### src/rtl/button_conditioner.sv
// Multi-channel push-button conditioner: two-flop synchronizer, counting debouncer,
// press/release edge pulses and an optional per-channel auto-repeat FSM.
module button_conditioner #(
  parameter int N_CH            = 4,
  parameter int DEBOUNCE_CYCLES = 500000,
  parameter int REPEAT_EN       = 0,
  parameter int REPEAT_DELAY    = 50000000,
  parameter int REPEAT_PERIOD   = 10000000
) (
  input  logic            clk,
  input  logic            rst,
  input  logic [N_CH-1:0] in,
  output logic [N_CH-1:0] level,
  output logic [N_CH-1:0] pulse,
  output logic [N_CH-1:0] release_pulse,
  output logic            pulse_any
);

  localparam int DB_MAX = (DEBOUNCE_CYCLES > 2) ? DEBOUNCE_CYCLES : 2;
  localparam int DB_W   = $clog2(DB_MAX);
  localparam logic [DB_W-1:0] DB_LAST = DB_W'(DEBOUNCE_CYCLES - 1);

  localparam int RP_HI  = (REPEAT_DELAY > REPEAT_PERIOD) ? REPEAT_DELAY : REPEAT_PERIOD;
  localparam int RP_MAX = (RP_HI > 2) ? RP_HI : 2;
  localparam int RP_W   = $clog2(RP_MAX);
  localparam logic [RP_W-1:0] DELAY_LAST  = RP_W'(REPEAT_DELAY - 1);
  localparam logic [RP_W-1:0] PERIOD_LAST = RP_W'(REPEAT_PERIOD - 1);

  typedef enum logic [1:0] {IDLE, HOLD, REPEAT} rep_state_t;

  logic [N_CH-1:0]            sync1, sync2;
  logic [N_CH-1:0][DB_W-1:0]  db_cnt, db_cnt_d;
  logic [N_CH-1:0]            level_d, rise, fall;
  rep_state_t [N_CH-1:0]      state, state_d;
  logic [N_CH-1:0][RP_W-1:0]  rcnt, rcnt_d;
  logic [N_CH-1:0]            rep_fire, pulse_d;

  // Debouncer: count consecutive disagreeing cycles, accept the new level on the last one.
  always_comb begin
    // NOTE: every combinational output gets a default first so no path infers a latch.
    db_cnt_d = db_cnt;
    level_d  = level;
    for (int i = 0; i < N_CH; i++) begin
      if (sync2[i] == level[i]) begin
        db_cnt_d[i] = '0;
      end else if (db_cnt[i] == DB_LAST) begin
        level_d[i]  = sync2[i];
        db_cnt_d[i] = '0;
      end else begin
        db_cnt_d[i] = db_cnt[i] + DB_W'(1);
      end
    end
    rise = level_d & ~level;
    fall = ~level_d & level;
  end

  // Repeat FSM next state; a falling level always wins over a due repeat pulse.
  always_comb begin
    state_d  = state;
    rcnt_d   = rcnt;
    rep_fire = '0;
    for (int i = 0; i < N_CH; i++) begin
      case (state[i])
        IDLE: begin
          if (rise[i]) begin
            state_d[i] = HOLD;
            rcnt_d[i]  = '0;
          end
        end
        HOLD: begin
          if (fall[i]) begin
            state_d[i] = IDLE;
          end else if (REPEAT_EN != 0) begin
            if (rcnt[i] == DELAY_LAST) begin
              rep_fire[i] = 1'b1;
              state_d[i]  = REPEAT;
              rcnt_d[i]   = '0;
            end else begin
              rcnt_d[i] = rcnt[i] + RP_W'(1);
            end
          end
        end
        REPEAT: begin
          if (fall[i]) begin
            state_d[i] = IDLE;
          end else if (rcnt[i] == PERIOD_LAST) begin
            rep_fire[i] = 1'b1;
            rcnt_d[i]   = '0;
          end else begin
            rcnt_d[i] = rcnt[i] + RP_W'(1);
          end
        end
        default: state_d[i] = IDLE;
      endcase
    end
    pulse_d = rise | rep_fire;
  end

  // NOTE: sequential state uses non-blocking assignments so every flop samples pre-edge values.
  // NOTE: all counters live in flops, not memories, so the async reset clears them in one step.
  always_ff @(posedge clk or posedge rst) begin
    if (rst) begin
      sync1         <= '0;
      sync2         <= '0;
      db_cnt        <= '0;
      level         <= '0;
      pulse         <= '0;
      release_pulse <= '0;
      pulse_any     <= 1'b0;
      rcnt          <= '0;
    end else begin
      sync1         <= in;
      sync2         <= sync1;
      db_cnt        <= db_cnt_d;
      level         <= level_d;
      pulse         <= pulse_d;
      release_pulse <= fall;
      pulse_any     <= |pulse_d;
      rcnt          <= rcnt_d;
    end
  end

  always_ff @(posedge clk or posedge rst) begin
    if (rst) state <= {N_CH{IDLE}};
    else     state <= state_d;
  end

endmodule

### config.mk
export PLATFORM = sky130hd
export DESIGN_NAME = button_conditioner
export DESIGN_NICKNAME = d
export VERILOG_FILES = /design/src/rtl/button_conditioner.sv
export SDC_FILE = /design/constraint.sdc
export NUM_CORES = 1
export LEC_CHECK = 0
export ABC_CLOCK_PERIOD_IN_PS = 7600
export CAP_MARGIN = 20
export CORE_ASPECT_RATIO = 1.4
export CORE_UTILIZATION = 45
export DETAILED_ROUTE_END_ITERATION = 12
export SLEW_MARGIN = 20
export SYNTH_ARGS = -nofsm -noshare
export SYNTH_HDL_FRONTEND = slang
export SYNTH_SLANG_ARGS = --single-unit
export TNS_END_PERCENT = 30
### constraint.sdc
create_clock -name clk -period 7.6 [get_ports clk]
set_clock_uncertainty 0.1 [all_clocks]
set_input_delay 1.14 -clock clk [delete_from_list [all_inputs] [get_ports clk]]
set_output_delay 1.14 -clock clk [all_outputs]
set_load 0.02 [all_outputs]
==> results.sh, run 1 <==
export IMPL_htree_levels=3
export IMPL_synth_ff_latch_count=97
export IMPL_hold_viol=0
export IMPL_final_common_cell="dfrtp_1"
export IMPL_synthAdderAreaFrac=0.01097
export IMPL_leakage_nw=2.057
export IMPL_slew_headroom=0.4524
export IMPL_setup_ws_ns=4.902
export IMPL_clkTransAtPathRegs_ns=0.07
export IMPL_fin_util=0.5249
export IMPL_fill_cells=918
export IMPL_avgViaCountPerCell=5.364
export IMPL_tns_ns=0
export IMPL_fmaxAchievable_ghz=0.3706
export IMPL_yosysWarnings=0
export IMPL_grt_pass1_vias=3191
export IMPL_routed_wl_mm=8.407
export IMPL_endpoint_kind="output pin"
export IMPL_grt_setup_unrepaired="no"
export IMPL_period_share=0.3550
export IMPL_syn_nets=453
export IMPL_grt_max_degree=68
export IMPL_cap_viol_max_count=0
export IMPL_worstPathCellList="clkdlybuf4s50_1"
export IMPL_wl_per_cell_um=13.97
export IMPL_cts_hold_fix_buffers=0
export IMPL_crit_buf_inv=1
export IMPL_clock_sinks=97
export IMPL_syn_area_mm2=0.004563
export IMPL_cts_resized=0
export IMPL_rows=43
export IMPL_initial_core_util=0.4609
export IMPL_synth_simple_area_share=0.2662
export IMPL_antenna_cells=0
export IMPL_cts_tree="built"
export IMPL_period_minus_slack_ns=2.698
export IMPL_post_cts_buffers=0
export IMPL_setup_violations=0
export IMPL_ys_types=39
export IMPL_io_pins=19
export IMPL_cpMaxStageDelayCell="clkdlybuf4s50_1"
export IMPL_final_cell_mix="dfrtp_1 (97), nor2_1 (65), xnor2_1 (34)"
export IMPL_vias=3229
export IMPL_gp_congestion=0.8203
export IMPL_dieArea_mm2=0.01055
export IMPL_holdPathEnd="sync2[1]"
export IMPL_max_vdd_ir_drop_v=0.0001175
export IMPL_portBuffers=18
export IMPL_die_h_um=121.2
export IMPL_synth_yosys_seq_area_share=0.5319
export IMPL_synthFlopType="dfrtp_1"
export IMPL_drt_iter0_markers=153
export IMPL_syn_inst=443
export IMPL_fp_dieW_um=87.11
export IMPL_synthArstFlopShare=1.000
export IMPL_cp_max_fo=5
export IMPL_insertion_delay_ns=0.34
export IMPL_r2r_slack_ns=5.19
export IMPL_path_class="register to output pin"
export IMPL_cts_root_buf="clkbuf_16"
export IMPL_fin_nets=472
export IMPL_dp_hpwl_mm=5.624
export IMPL_grt_pass1_wl_mm=14.87
export IMPL_synth_edff_count=0
export IMPL_grt_total_usage=0.1806
export IMPL_clockBufferDepth=2
export IMPL_min_from="sync1[1]"
export IMPL_coreArea_mm2=0.009899
export IMPL_whs_path_depth=0
export IMPL_area_delta_synth_final_pct=13.87
export IMPL_dp_slack_ns=4.736
export IMPL_r2r_end="db_cnt[12]"
export IMPL_max_stage_delay_ns=0.65
export IMPL_overflow=0
export IMPL_worst_setup_path_start_kind="register"
export IMPL_hold_path_class="register to register"
export IMPL_cts_made_buffers=9
export IMPL_worst_slew_pin_slew_ns=0.8214
export IMPL_synth_top_family_by_area="simple AND/OR/NAND/NOR gates"
export IMPL_status="completed"
export IMPL_worstPathArrival_ns=1.46
export IMPL_powerDensity_mw_per_mm2=205.8
export IMPL_r2r_worst_path_cells=4
export IMPL_muxShareOfSynthArea=0.009871
export IMPL_required_ns=6.36
export IMPL_path_delay_family="buffers and inverters"
export IMPL_ant_nets=0
export IMPL_slew_viol_final=0
export IMPL_antenna_found_initial=0
export IMPL_syn_area_per_cell_um2=10.30
export IMPL_synth_compound_area_frac=0.04963
export IMPL_synth_xor_area_frac=0.1075
export IMPL_drive_above_1_share=0.06852
export IMPL_timing_rr_start="db_cnt[11]"
export IMPL_route_detailed_drc=0
export IMPL_first_pass_iters=5
==> state kept, by name, summed over array words and instances (netlist names) <==
| name | cells |
|---|---|
| pulse | 4 |
| sync1 | 4 |
| level | 4 |
| pulse_any | 1 |
| release_pulse | 4 |
| sync2 | 4 |
| db_cnt | 76 |
==> how the worst max path moves through the flow <==
stage	start	cells past startpoint	end
floorplan	rst	1	db_cnt[0]
global placement	rst	3	db_cnt[13]
detailed placement	rst	3	db_cnt[11]
CTS	level[1]	1	level[1]
global route	level[1]	1	level[1]
finish	level[1]	1	level[1]
==> cell type report <==
cell class / instances / area (um2) / area share
clock buffer: 11 / 252.7 / 0.04864
inverter: 10 / 40.04 / 0.007705
clock inverter: 5 / 85.08 / 0.01637
multi-input combinational: 324 / 2027 / 0.3901
sequential: 97 / 2427 / 0.4671
tap: 135 / 168.9 / 0.03251
timing repair buffer: 20 / 195.2 / 0.03756
==> where the power goes <==
group	leakage, nW	internal, W	total [W]	switching, W
clock network	0.163	0.000309	0.000507	0.000199
logic	0.567	0.00000977	0.0000312	0.0000214
registers	1.33	0.000523	0.000531	0.00000745
total	2.06	0.000842	0.00107	0.000227
==> cell families after synthesis <==
logic type	after synthesis
DFF	97
AOI/OAI and AO/OA	36
adders and majority gates	4
muxes	4
buffers and inverters	22
xor gates and xnor gates	56
and+or+nand+nor	224
==> through the flow <==
| step | hold slack (ns) | instance area (um2) | cells | total power (W) |
|---|---|---|---|---|
| final | 0.2531 | 5196 | 602 | 0.001069 |
| after global routing | 0.2621 | 5196 | 602 | 0.001113 |
| after CTS | 0.2515 | 5196 | 602 | 0.001085 |
| after detailed placement | 0.2364 | 4858 | 586 | 0.0005734 |
| after global placement | 0.2334 | 4858 | 586 | 0.0005723 |
| after floorplan | 0.2312 | 4563 | 443 | 0.0005631 |
==> Yosys cell counts (9+ instances only) <==
cell type / instances / area [um2]
nand2_1: 26 / 97.59
or3_1: 11 / 68.82
xor2_1: 22 / 192.7
nor4_1: 15 / 93.84
dfrtp_1: 97 / 2427
nand4_1: 24 / 150.1
a21oi_1: 16 / 80.08
nor3_1: 9 / 45.04
o21ai_0: 9 / 45.04
nand3_1: 27 / 135.1
xnor2_1: 34 / 297.8
or4_1: 13 / 97.59
inv_1: 10 / 37.54
nor2_1: 65 / 244.0
==> layer usage <==
layer | up-vias | part of all wire | wire length (um) | global-route usage
met1 | 1561 | 0.48 | 4009 | 0.2328
met4 | 0 | 0.020 | 167 | 0.08402
li1 | 1613 | - | - | -
met3 | 14 | 0.023 | 191 | 0.03197
met2 | 41 | 0.48 | 4039 | 0.2938
met5 | - | 0 | 0 | 0
(Power assumes the default switching activity.)
==> run 2, diff against run 1 <==
--- a/config.mk
+++ b/config.mk
@@ -5,7 +5,7 @@
 export SDC_FILE = /design/constraint.sdc
 export NUM_CORES = 1
 export LEC_CHECK = 0
-export ABC_CLOCK_PERIOD_IN_PS = 7600
+export ABC_CLOCK_PERIOD_IN_PS = 2340
 export CAP_MARGIN = 20
 export CORE_ASPECT_RATIO = 1.4
 export CORE_UTILIZATION = 45
==> constraint.sdc (replaced) <==
create_clock -name clk -period 2.34 [get_ports clk]
set_clock_uncertainty 0.1 [all_clocks]
set_input_delay 0.351 -clock clk [delete_from_list [all_inputs] [get_ports clk]]
set_output_delay 0.351 -clock clk [all_outputs]
set_load 0.02 [all_outputs]
==> results.sh, run 2 (synthesis gave the netlist of run 1 again) <==
export IMPL_design_area_mm2=0.005329
export IMPL_cts_made_buffers=9
export IMPL_timing_rr_start="db_cnt[68]"
export IMPL_drive_above_1_share=0.09731
export IMPL_rows=43
export IMPL_dieArea_mm2=0.01055
export IMPL_p_clk_frac=0.446
export IMPL_clkTransAtPathRegs_ns=0.07
export IMPL_cpMaxStageDelayCell="or4_4"
export IMPL_area_delta_synth_final_pct=16.78
export IMPL_clock_sinks=97
export IMPL_worst_setup_path_start_kind="register"
export IMPL_ant_nets=0
export IMPL_fmaxAchievable_ghz=0.4419
export IMPL_r2r_end="level[3]"
export IMPL_p_sw_frac=0.2101
export IMPL_portBuffers=18
export IMPL_r2r_slack_ns=0.08
export IMPL_grt_total_usage=0.1858
export IMPL_first_pass_iters=4
export IMPL_hold_viol=0
export IMPL_dp_hpwl_mm=6.250
export IMPL_cap_viol_max_count=0
export IMPL_tns_ns=0
export IMPL_grt_max_degree=38
export IMPL_path_delay_family="simple AND/OR/NAND/NOR gates"
export IMPL_final_common_cell="dfrtp_1"
export IMPL_routed_wl_mm=8.821
export IMPL_wl_per_cell_um=14.27
export IMPL_cts_hold_fix_buffers=0
export IMPL_regMostFlops="db_cnt"
export IMPL_max_vdd_ir_drop_v=0.0003919
export IMPL_p_switching_w=0.0006994
export IMPL_largest_reg_flops=76
export IMPL_die_h_um=121.2
export IMPL_io_pins=19
export IMPL_insertion_delay_ns=0.34
export IMPL_post_place_cells=603
export IMPL_internal_power_w=0.002630
export IMPL_overflow=0
export IMPL_worstPathArrival_ns=2.38
export IMPL_setup_violations=0
export IMPL_placed_area_mm2=0.005025
export IMPL_grt_pass1_vias=3269
export IMPL_antenna_cells=0
export IMPL_slew_viol_final=0
export IMPL_grt_pass1_wl_mm=15.15
export IMPL_final_cell_mix="dfrtp_1 (97), nor2_1 (65), xnor2_1 (34)"
export IMPL_fin_nets=489
export IMPL_p_comb_frac=0.036
export IMPL_leakage_nw=2.133
export IMPL_htree_levels=3
export IMPL_fp_dieW_um=87.11
export IMPL_powerDensity_mw_per_mm2=624.8
export IMPL_r2r_worst_path_cells=4
export IMPL_avgViaCountPerCell=5.356
export IMPL_period_share=0.9670
export IMPL_p_seq_frac=0.518
export IMPL_gp_congestion=0.8175
export IMPL_period_minus_slack_ns=2.263
export IMPL_cts_tree="built"
export IMPL_coreArea_mm2=0.009899
export IMPL_hold_path_class="input port to async pin"
export IMPL_antenna_found_initial=0
export IMPL_slew_headroom=0.6461
export IMPL_drt_iter0_markers=132
export IMPL_route_detailed_drc=0
export IMPL_max_stage_delay_ns=0.58
export IMPL_crit_buf_inv=0
export IMPL_clockBufferDepth=2
export IMPL_endpoint_kind="register"
export IMPL_finalNonFillerCells=618
export IMPL_path_class="register to register"
export IMPL_cts_root_buf="clkbuf_16"
export IMPL_cp_max_fo=5
export IMPL_status="completed"
export IMPL_required_ns=2.46
export IMPL_initial_core_util=0.4609
export IMPL_vias=3310
export IMPL_grt_setup_unrepaired="no"
export IMPL_worstPathCellList="or4_1 -> or4_4 -> nor2_1 -> mux2_1"
export IMPL_worst_slew_pin_slew_ns=0.5235
[run 2: changes by cell type in the layout (fill, tap and decap cells not counted), sizes merged]
cell      delta
clkinvlp     +1
inv          -3
clkbuf       +2
bufinv       -1
buf         +17
[run 2: per-layer routing]
metal  track usage  part of all wire  up-vias
li1              -                 -     1653
met1        0.2307              0.45     1611
met2        0.3140              0.50       38
met3       0.03673             0.026        8
met4       0.07684             0.015        0
met5             0                 0        -
[run 2: power by group through the flow]
stage / Clock (W) / Sequential (W) / Combinational [W]
after floorplan: 0 / 0.00175 / 0.0000788
after global placement: 0 / 0.00176 / 0.000124
after detailed placement: 0 / 0.00176 / 0.000126
after CTS: 0.00152 / 0.00172 / 0.000126
after global routing: 0.00159 / 0.00173 / 0.000141
final: 0.00148 / 0.00172 / 0.000121
[run 2: stage by stage]
stage	hold slack, ns	power, W	setup WS, ns	utilization
floorplan	0.2312	0.001829	0.1890	-
global placement	0.2406	0.001879	0.1432	0.5076
detailed placement	0.2394	0.001882	0.09998	0.5076
CTS	0.2457	0.003370	0.08481	0.5377
global route	0.2640	0.003459	0.001607	0.5383
finish	0.2363	0.003329	0.07729	0.5383
[run 2: worst max path at each step]
stage	start	end	cells past startpoint
floorplan	db_cnt[63]	level[3]	5
global placement	db_cnt[12]	pulse_any	4
detailed placement	db_cnt[68]	level[3]	4
CTS	db_cnt[68]	level[3]	4
global route	db_cnt[68]	level[3]	4
finish	db_cnt[68]	level[3]	4
[run 2: timing repair]
item | 4_1_cts | 5_1_grt
hold endpoints to repair | 0 | 0
gates resized for setup | 0 | 1
setup endpoints to repair | 0 | 1
buffers inserted | 0 | 0
[run 2: area by class of cell]
type                       instances  area, um2
tap                              135      168.9
timing repair buffer              37      360.3
inverter                          10      41.29
multi-input combinational        324       2033
sequential                        97       2427
fill                             916       4571
clock inverter                     2      37.54
clock buffer                      13      260.3
==> run 3, diff against run 2 <==
--- a/config.mk
+++ b/config.mk
@@ -5,7 +5,7 @@
 export SDC_FILE = /design/constraint.sdc
 export NUM_CORES = 1
 export LEC_CHECK = 0
-export ABC_CLOCK_PERIOD_IN_PS = 2340
+export ABC_CLOCK_PERIOD_IN_PS = 2200
 export CAP_MARGIN = 20
 export CORE_ASPECT_RATIO = 1.4
 export CORE_UTILIZATION = 45
==> constraint.sdc (replaced) <==
create_clock -name clk -period 2.2 [get_ports clk]
set_clock_uncertainty 0.1 [all_clocks]
set_input_delay 0.33 -clock clk [delete_from_list [all_inputs] [get_ports clk]]
set_output_delay 0.33 -clock clk [all_outputs]
set_load 0.02 [all_outputs]
==> results.sh, run 3 (synthesis gave the netlist of run 1 again) <==
export IMPL_status="completed"
export IMPL_p_sw_frac=0.2219
export IMPL_io_pins=19
export IMPL_fin_util=0.5521
export IMPL_max_vdd_ir_drop_v=0.0003876
export IMPL_antenna_found_initial=0
export IMPL_r2r_worst_path_cells=5
export IMPL_worstPathArrival_ns=2.31
export IMPL_slew_headroom=0.6620
export IMPL_gp_congestion=0.8032
export IMPL_cts_made_buffers=9
export IMPL_cts_root_buf="clkbuf_16"
export IMPL_worst_slew_pin_slew_ns=0.5059
export IMPL_period_minus_slack_ns=2.128
export IMPL_grt_setup_unrepaired="no"
export IMPL_fill_cells=921
export IMPL_timing_rr_start="db_cnt[71]"
export IMPL_whs_path_depth=0
export IMPL_route_detailed_drc=0
export IMPL_clock_sinks=97
export IMPL_dieArea_mm2=0.01055
export IMPL_wl_per_cell_um=14.10
export IMPL_fin_nets=505
export IMPL_endpoint_kind="register"
export IMPL_final_cell_mix="dfrtp_1 (97), nor2_1 (63), xnor2_1 (34)"
export IMPL_area_delta_synth_final_pct=19.77
export IMPL_fmaxAchievable_ghz=0.4699
export IMPL_r2r_slack_ns=0.07
export IMPL_regMostFlops="db_cnt"
export IMPL_powerDensity_mw_per_mm2=633.9
export IMPL_drive_above_1_share=0.1300
export IMPL_p_seq_frac=0.529
export IMPL_grt_max_degree=28
export IMPL_multi_input_area_mm2=0.002037
export IMPL_vias=3419
export IMPL_routed_wl_mm=8.951
export IMPL_cts_hold_fix_buffers=0
export IMPL_portBuffers=18
export IMPL_hold_path_class="register to register"
export IMPL_crit_buf_inv=1
export IMPL_cts_tree="built"
export IMPL_grt_pass1_vias=3328
export IMPL_clockBufferDepth=2
export IMPL_hold_viol=0
export IMPL_period_share=0.9673
export IMPL_setup_violations=0
export IMPL_r2r_end="pulse_any"
export IMPL_htree_levels=3
export IMPL_p_clk_frac=0.432
export IMPL_path_delay_family="simple AND/OR/NAND/NOR gates"
export IMPL_ant_nets=0
export IMPL_grt_total_usage=0.1905
export IMPL_largest_reg_flops=76
export IMPL_fp_dieW_um=87.11
export IMPL_final_common_cell="dfrtp_1"
export IMPL_worstPathCellList="or4b_1 -> or4_4 -> nor4_1 -> buf_4 -> or4_1"
export IMPL_cp_max_fo=3
export IMPL_initial_core_util=0.4609
export IMPL_max_stage_delay_ns=0.57
export IMPL_tns_ns=0
export IMPL_clkTransAtPathRegs_ns=0.06
export IMPL_required_ns=2.38
export IMPL_worst_setup_path_start_kind="register"
export IMPL_cpMaxStageDelayCell="or4_4"
export IMPL_dp_hpwl_mm=6.413
export IMPL_ff_latch_area_mm2=0.002427
export IMPL_p_comb_frac=0.038
export IMPL_avgViaCountPerCell=5.384
export IMPL_internal_power_w=0.002696
export IMPL_first_pass_iters=4
export IMPL_path_class="register to register"
export IMPL_die_h_um=121.2
export IMPL_coreArea_mm2=0.009899
export IMPL_cap_viol_max_count=0
export IMPL_slew_viol_final=0
export IMPL_p_switching_w=0.0007688
export IMPL_overflow=0
export IMPL_antenna_cells=0
export IMPL_insertion_delay_ns=0.34
export IMPL_holdPathEnd="sync2[1]"
export IMPL_leakage_nw=2.221
export IMPL_rows=43
export IMPL_grt_pass1_wl_mm=15.50
export IMPL_drt_iter0_markers=164
export IMPL_min_from="sync1[1]"
-- run 3: changes by cell type in the layout (fill, tap and decap cells not counted), sizes merged --
cell    before  now
bufinv       1    0
buf         19   35
clkinv       0    2
-- run 3: worst max path at each step --
stage | to | cells after the start | startpoint
floorplan | level[3] | 5 | db_cnt[63]
global placement | level[3] | 4 | db_cnt[71]
detailed placement | level[1] | 4 | db_cnt[28]
CTS | level[1] | 4 | db_cnt[28]
global route | level[1] | 4 | db_cnt[33]
finish | pulse_any | 5 | db_cnt[71]
-- run 3: layout make-up --
type / count / area share
clock buffers: 13 / 0.04762
inverters: 10 / 0.007555
clock inverters: 3 / 0.004579
repair buffers: 53 / 0.09249
multi-input cells: 324 / 0.3727
flip-flops and latches: 97 / 0.4441
well taps: 135 / 0.03091
-- run 3: repair_timing --
item,CTS,global route
setup buffers,0,0
pin swaps,0,2
resized for setup,1,2
setup endpoints to repair,1,3
-- run 3: metal layers --
| metal | track usage | wire length (um) | up-vias |
|---|---|---|---|
| li1 | - | - | 1685 |
| met1 | 0.2382 | 3969 | 1668 |
| met2 | 0.3209 | 4565 | 53 |
| met3 | 0.03673 | 267 | 13 |
| met4 | 0.07787 | 149 | 0 |
| met5 | 0 | 0 | - |
-- run 3: power groups by stage --
stage               clock (W)  combinational (W)  sequential (W)
finish                0.00150           0.000133         0.00183
global route          0.00161           0.000156         0.00184
CTS                   0.00154           0.000140         0.00183
detailed placement          0           0.000139         0.00187
global placement            0           0.000137         0.00187
floorplan                   0          0.0000838         0.00186
-- run 3: per-stage QoR --
step / power [W] / setup slack [ns] / hold WS [ns] / cells / instance area [um2]
after detailed placement: 0.002006 / -0.01200 / 0.2434 / 619 / 5170
after global placement: 0.002003 / 0.06201 / 0.2406 / 619 / 5170
after CTS: 0.003509 / 0.01630 / 0.2584 / 635 / 5458
final: 0.003464 / 0.07199 / 0.2547 / 635 / 5465
after global routing: 0.003599 / 0.002328 / 0.2655 / 635 / 5465
after floorplan: 0.001946 / 0.04905 / 0.2312 / 443 / 4567
==> variant 1, RTL diff (config.mk and constraints of run 3) <==
Put one more register stage on the output `release_pulse`, with the module's reset. The value now appears one clock later. The other outputs are not delayed to match.
--- a/src/rtl/button_conditioner.sv
+++ b/src/rtl/button_conditioner.sv
@@ -27,6 +27,8 @@
   localparam logic [RP_W-1:0] PERIOD_LAST = RP_W'(REPEAT_PERIOD - 1);
 
   typedef enum logic [1:0] {IDLE, HOLD, REPEAT} rep_state_t;
+
+  logic [N_CH-1:0] release_pulse_s0;
 
   logic [N_CH-1:0]            sync1, sync2;
   logic [N_CH-1:0][DB_W-1:0]  db_cnt, db_cnt_d;
@@ -105,7 +107,7 @@
       db_cnt        <= '0;
       level         <= '0;
       pulse         <= '0;
-      release_pulse <= '0;
+      release_pulse_s0 <= '0;
       pulse_any     <= 1'b0;
       rcnt          <= '0;
     end else begin
@@ -114,7 +116,7 @@
       db_cnt        <= db_cnt_d;
       level         <= level_d;
       pulse         <= pulse_d;
-      release_pulse <= fall;
+      release_pulse_s0 <= fall;
       pulse_any     <= |pulse_d;
       rcnt          <= rcnt_d;
     end
@@ -125,5 +127,13 @@
     else     state <= state_d;
   end
 
+  always_ff @(posedge clk or posedge rst) begin
+    if (rst) begin
+      release_pulse <= '0;
+    end else begin
+      release_pulse <= release_pulse_s0;
+    end
+  end
+
 endmodule
 
Formal check against the unedited RTL: no difference found for any inputs over 10 cycles, from zero or initial values and one cycle with rst high; that may be too few to reach the edited logic, so the function may still have changed.
==> variant 1 against run 3 <==
Worst hold slack got worse by 0.048 ns. Design area is 1.8% higher. Routed wire length is 1.2% lower. Clock power is 16% higher. Sequential cell count grew 4. Worst setup slack worse by 0.017 ns. Synthesized area increased by 2.2%. Total power up 9.0%. Core utilization up 0.41 points. Critical endpoint is now level[3]. Largest cell class unchanged. Largest power group unchanged.
==> variant 1: results (changes against run 3) <==
- Worst vdd ir: 349 uV (was 388 uV)
- Clock root buffer: clkbuf_16 (unchanged)
- Clk pin slew, worst setup/hold paths: 0.07 ns
- Dpl hpwl: 6.08 mm (was 6.41 mm)
- Netlist cell types: 39 (unchanged)
- Num CTS Buffers: 9 (unchanged)
- Largest cells by area after synthesis: dfrtp_1 54%, xnor2_1 6.4%, nor2_1 5.2% (was dfrtp_1 53%, xnor2_1 6.5%, nor2_1 5.3%)
- Critical-path maximum fanout: 3 (unchanged)
- Clk buf depth: 2 (unchanged)
- DRT iter0 DRCs: 104 (was 164)
- Async SR Flop Fraction: 100% (unchanged)
- GRT Overall Usage: 19.1% (was 19.0%)
- Crit-path max cell delay: 0.57 ns (about the same)
- Reg with most FFs: db_cnt (unchanged)
- Post-synth net total: 457 (was 453)
- H-tree Lvls: 3 (unchanged)
- Routed WL per cell: 14.0 um (was 14.1 um)
- Leak: 2.27 nW (was 2.22 nW)
- RePlAce Congestion: 0.837 (was 0.803)
- DR vias/cell: 5.29 (was 5.38)
- Max reg flops: 76 (unchanged)
- Synth Warn #: 0 (unchanged)
- Status: finished, final reports clean (unchanged)
- Clock Latency Late Sink: 0.35 ns
- CP Data Arrival Time: 2.27 ns (was 2.31 ns)
- Largest net degree at the start of global routing: 57 (was 28)
- Pin slew with the least headroom to its limit: 0.435 ns (was 0.506 ns)
- Synth cell count leaders: 101 x dfrtp_1, 65 x nor2_1, 34 x xnor2_1 (was 97 x dfrtp_1, 65 x nor2_1, 34 x xnor2_1)
- Port bufs: 18 (unchanged)
- Share of layout cells above drive strength 1: 12.8% (was 13.0%)
- Ys flop type: dfrtp_1 (unchanged)
- Crit-path slowest cell: or4_4 (unchanged)
- Post-synthesis sequential area ratio: 54.2% (was 53.2%)
- Nets@finish: 504 (was 505)
- First-pass GRT wire length: 15.9 mm (was 15.5 mm)
- First-pass iteration count of the detailed router: 4 (unchanged)
- HP Class: in -> async (was reg -> reg)
- Antenna Cells: 0 (unchanged)
- Initial antenna violation count: 0 (unchanged)
==> variant 1: cells by family after synthesis <==
logic type               count (synthesis)  share of synthesized area (%)
multiplexers                             4                          0.966
XOR/XNOR                                56                           10.5
buffers and inverters                   22                           2.33
flip-flops                             101                           54.2
AND/OR/NAND/NOR                        224                           26.1
adder cells (fa/ha/maj)                  4                           1.07
AO/OA/AOI/OAI                           36                           4.86
==> variant 1: per-stage QoR <==
step / utilization, % / area [um^2] / setup WS (ns) / hold slack (ns) / instances
finish: 55.6 / 5570 / 0.0549 / 0.207 / 634
global route: 55.6 / 5570 / 0.00552 / 0.240 / 634
CTS: 55.5 / 5550 / 0.0201 / 0.210 / 634
detailed placement: 52.2 / 5220 / 0.0305 / 0.236 / 618
global placement: 52.2 / 5220 / 0.0602 / 0.233 / 618
floorplan: - / 4670 / 0.0490 / 0.231 / 447
==> variant 1: power breakdown <==
group          total (mW)  internal, mW  switching, mW  leakage (nW)
clock                1.74          1.01          0.725         0.159
combinational       0.130        0.0492         0.0804         0.730
sequential           1.91          1.88         0.0252          1.38
==> variant 1: final cells by class <==
class | count | area (um^2)
sequential | 101 | 2530
timing repair buffer | 48 | 455
multi-input combinational | 324 | 2040
fill | 929 | 4440
clock buffer | 9 | 225
clock inverter | 7 | 105
inverter | 10 | 41.3
tap | 135 | 169
==> variant 1: critical path, delay by kind of cell, from the launching register on <==
kind | cells | cell delay, ns
simple gates | 3 | 1.23
flops | 1 | 0.37
mux | 1 | 0.33
==> variant 1: worst paths after layout <==
path / from / to / slack [ns] / cells past startpoint
setup / recovery: db_cnt[71] / level[3] / 0.05 / 4
min in group clk: release_pulse_s0[3] / release_pulse[3] / 0.24 / 0
hold reg to reg: release_pulse_s0[3] / release_pulse[3] / 0.24 / 0
max in group asynchronous: rst / db_cnt[64] / 1.20 / 3
hold / removal: rst / db_cnt[7] / 0.21 / 2
setup reg to reg: db_cnt[71] / level[3] / 0.05 / 4
==> variant 1: per-layer routing <==
| layer | part of all wire [%] | GRT usage (%) | vias to the layer above |
|---|---|---|---|
| li1 | - | - | 1675 |
| met1 | 46 | 24.8 | 1626 |
| met2 | 49 | 31.1 | 37 |
| met3 | 2.7 | 4.03 | 13 |
| met4 | 1.9 | 7.76 | 0 |
| met5 | 0 | 0 | - |
==> variant 1: timing repair <==
action                     CTS  global route
buffers inserted             0             0
gates resized for setup      0             4
setup endpoints to repair    0             4
==> variant 2, RTL diff (settings of run 3) <==
Without the edit above. The parameter `REPEAT_EN` goes from 0 to 1.
--- a/src/rtl/button_conditioner.sv
+++ b/src/rtl/button_conditioner.sv
@@ -3,7 +3,7 @@
 module button_conditioner #(
   parameter int N_CH            = 4,
   parameter int DEBOUNCE_CYCLES = 500000,
-  parameter int REPEAT_EN       = 0,
+  parameter int REPEAT_EN       = 1,
   parameter int REPEAT_DELAY    = 50000000,
   parameter int REPEAT_PERIOD   = 10000000
 ) (
Formal check against the unedited RTL: same outputs for any inputs over 10 cycles, from zero or initial values and one cycle with rst high; that may be too few to reach the edited logic, so the function may still have changed.
==> variant 2 against run 3 <==
The flow now finishes with violations (negative setup slack). Non-clock buffer count up 271. Die area up 150%. Highest routed layer unchanged. Critical path type unchanged. Design area rose to 2.9 times the old value. Synthesized area rose to 2.5 times the old value. Total power up 120%. Routed wire length rose to 3.4 times the old value. Worst setup slack worse by 0.62 ns. Sequential cell count up 112. Worst hold slack worse by 0.10 ns. Largest power group unchanged.
==> variant 2: results (changes against run 3) <==
- Worst reg-to-reg path cell count: 8 (was 5)
- GRT Overall Usage: 23.8% (was 19.0%)
- Status: complete, but fails checks (was finished, final reports clean)
- Rel. slew slack: 67.1% (was 66.2%)
- Synth Area per Inst: 9.22 um^2 (was 10.3 um^2)
- Critical-path maximum fanout: 8 (was 3)
- H-tree Lvls: 1 (was 3)
- Clk buf depth: 3 (was 2)
- # setup viols final: 128 (was 0)
- Setup_tns: -36.37 ns (was 0 ns)
- Worst hold slack: 0.153 ns (was 0.255 ns)
- Hold Path Stages: 1 (was 0)
- Nets@finish: 1589 (was 505)
- Hold Startpoint: in[2] (was sync1[1])
- Failing checks: negative setup slack
- Worst setup margin: -0.550 ns (was 0.0720 ns)
- Crit Reg-Reg Startpoint: rcnt[68] (was db_cnt[71])
- Power Combinational: 0.207 mW (was 0.133 mW)
- Crit-path slowest cell: or4b_4 (was or4_4)
- Pre-CTS WS: -0.738 ns (was -0.0120 ns)
- Num CTS Buffers: 23 (was 9)
- Post-synthesis xor/xnor area fraction: 4.77% (was 10.7%)
- Crit-path max cell delay: 0.53 ns (was 0.57 ns)
- Post-Synth Adder-Cell Area: 2.49% (was 1.10%)
- Placed Area: 14300 um^2 (was 5170 um^2)
- RePlAce Congestion: 0.877 (was 0.803)
- Largest cells by area after synthesis: dfrtp_1 45%, nor2_1 4.3%, nand2_1 4.3% (was dfrtp_1 53%, xnor2_1 6.5%, nor2_1 5.3%)
- Dpl cells: 1840 (was 619)
- DRT iter0 DRCs: 484 (was 164)
- Clock Power Share: 46.8% (was 43.2%)
- Synth cell count leaders: 209 x dfrtp_1, 134 x nor2_1, 131 x nand2_1 (was 97 x dfrtp_1, 65 x nor2_1, 34 x xnor2_1)
- WL final: 30.7 mm (was 8.95 mm)
- Routed WL per cell: 16.3 um (was 14.1 um)
- CP Data Arrival Time: 3.04 ns (was 2.31 ns)
- Clock Latency Late Sink: 0.51 ns (was 0.34 ns)
- Hold endpoint: sync1[2] (was sync2[1])
[variant 2: cell types whose count changed in the layout (fill, tap and decap cells not counted), sizes merged, moves of 24 or more]
| cell | run 3 | this run |
|---|---|---|
| inv | 9 | 35 |
| nor3 | 9 | 45 |
| nand3 | 27 | 74 |
| o31ai | 7 | 31 |
| a21o | 0 | 25 |
| dfrtp | 97 | 209 |
| and3 | 1 | 34 |
| o21ai | 12 | 52 |
| nor2 | 65 | 134 |
| nand2 | 26 | 131 |
| a22o | 0 | 42 |
| buf | 35 | 306 |
| a2bb2oi | 0 | 24 |
[variant 2: per-layer routing]
layer | wire length, um | global-route usage (%) | part of all wire, %
met1 | 11900 | 25.6 | 39
met2 | 16700 | 45.7 | 54
met3 | 793 | 2.48 | 2.6
met4 | 1340 | 11.0 | 4.4
met5 | 0 | 0 | 0
[variant 2: cell type report]
| class | instances | area (um^2) |
|---|---|---|
| Clock buffer | 35 | 681 |
| Inverter | 36 | 139 |
| Fill cell | 2122 | 9480 |
| Tap cell | 319 | 399 |
| Timing Repair Buffer | 324 | 2720 |
| Multi-Input combinational cell | 966 | 6640 |
| Clock inverter | 1 | 5.00 |
| Sequential cell | 209 | 5230 |
[variant 2: worst max path at each step]
stage | startpoint | to | slack [ns] | depth (start not counted)
2_1_floorplan | rst | db_cnt[0] | -0.94 | 1
5_1_grt | rcnt[68] | rcnt[75] | -0.65 | 8
3_3_place_gp | rcnt[63] | rcnt[52] | -0.69 | 7
4_1_cts | rcnt[68] | rcnt[69] | -0.53 | 8
3_5_place_dp | rcnt[63] | rcnt[52] | -0.74 | 7
6_report | rcnt[68] | rcnt[65] | -0.55 | 8
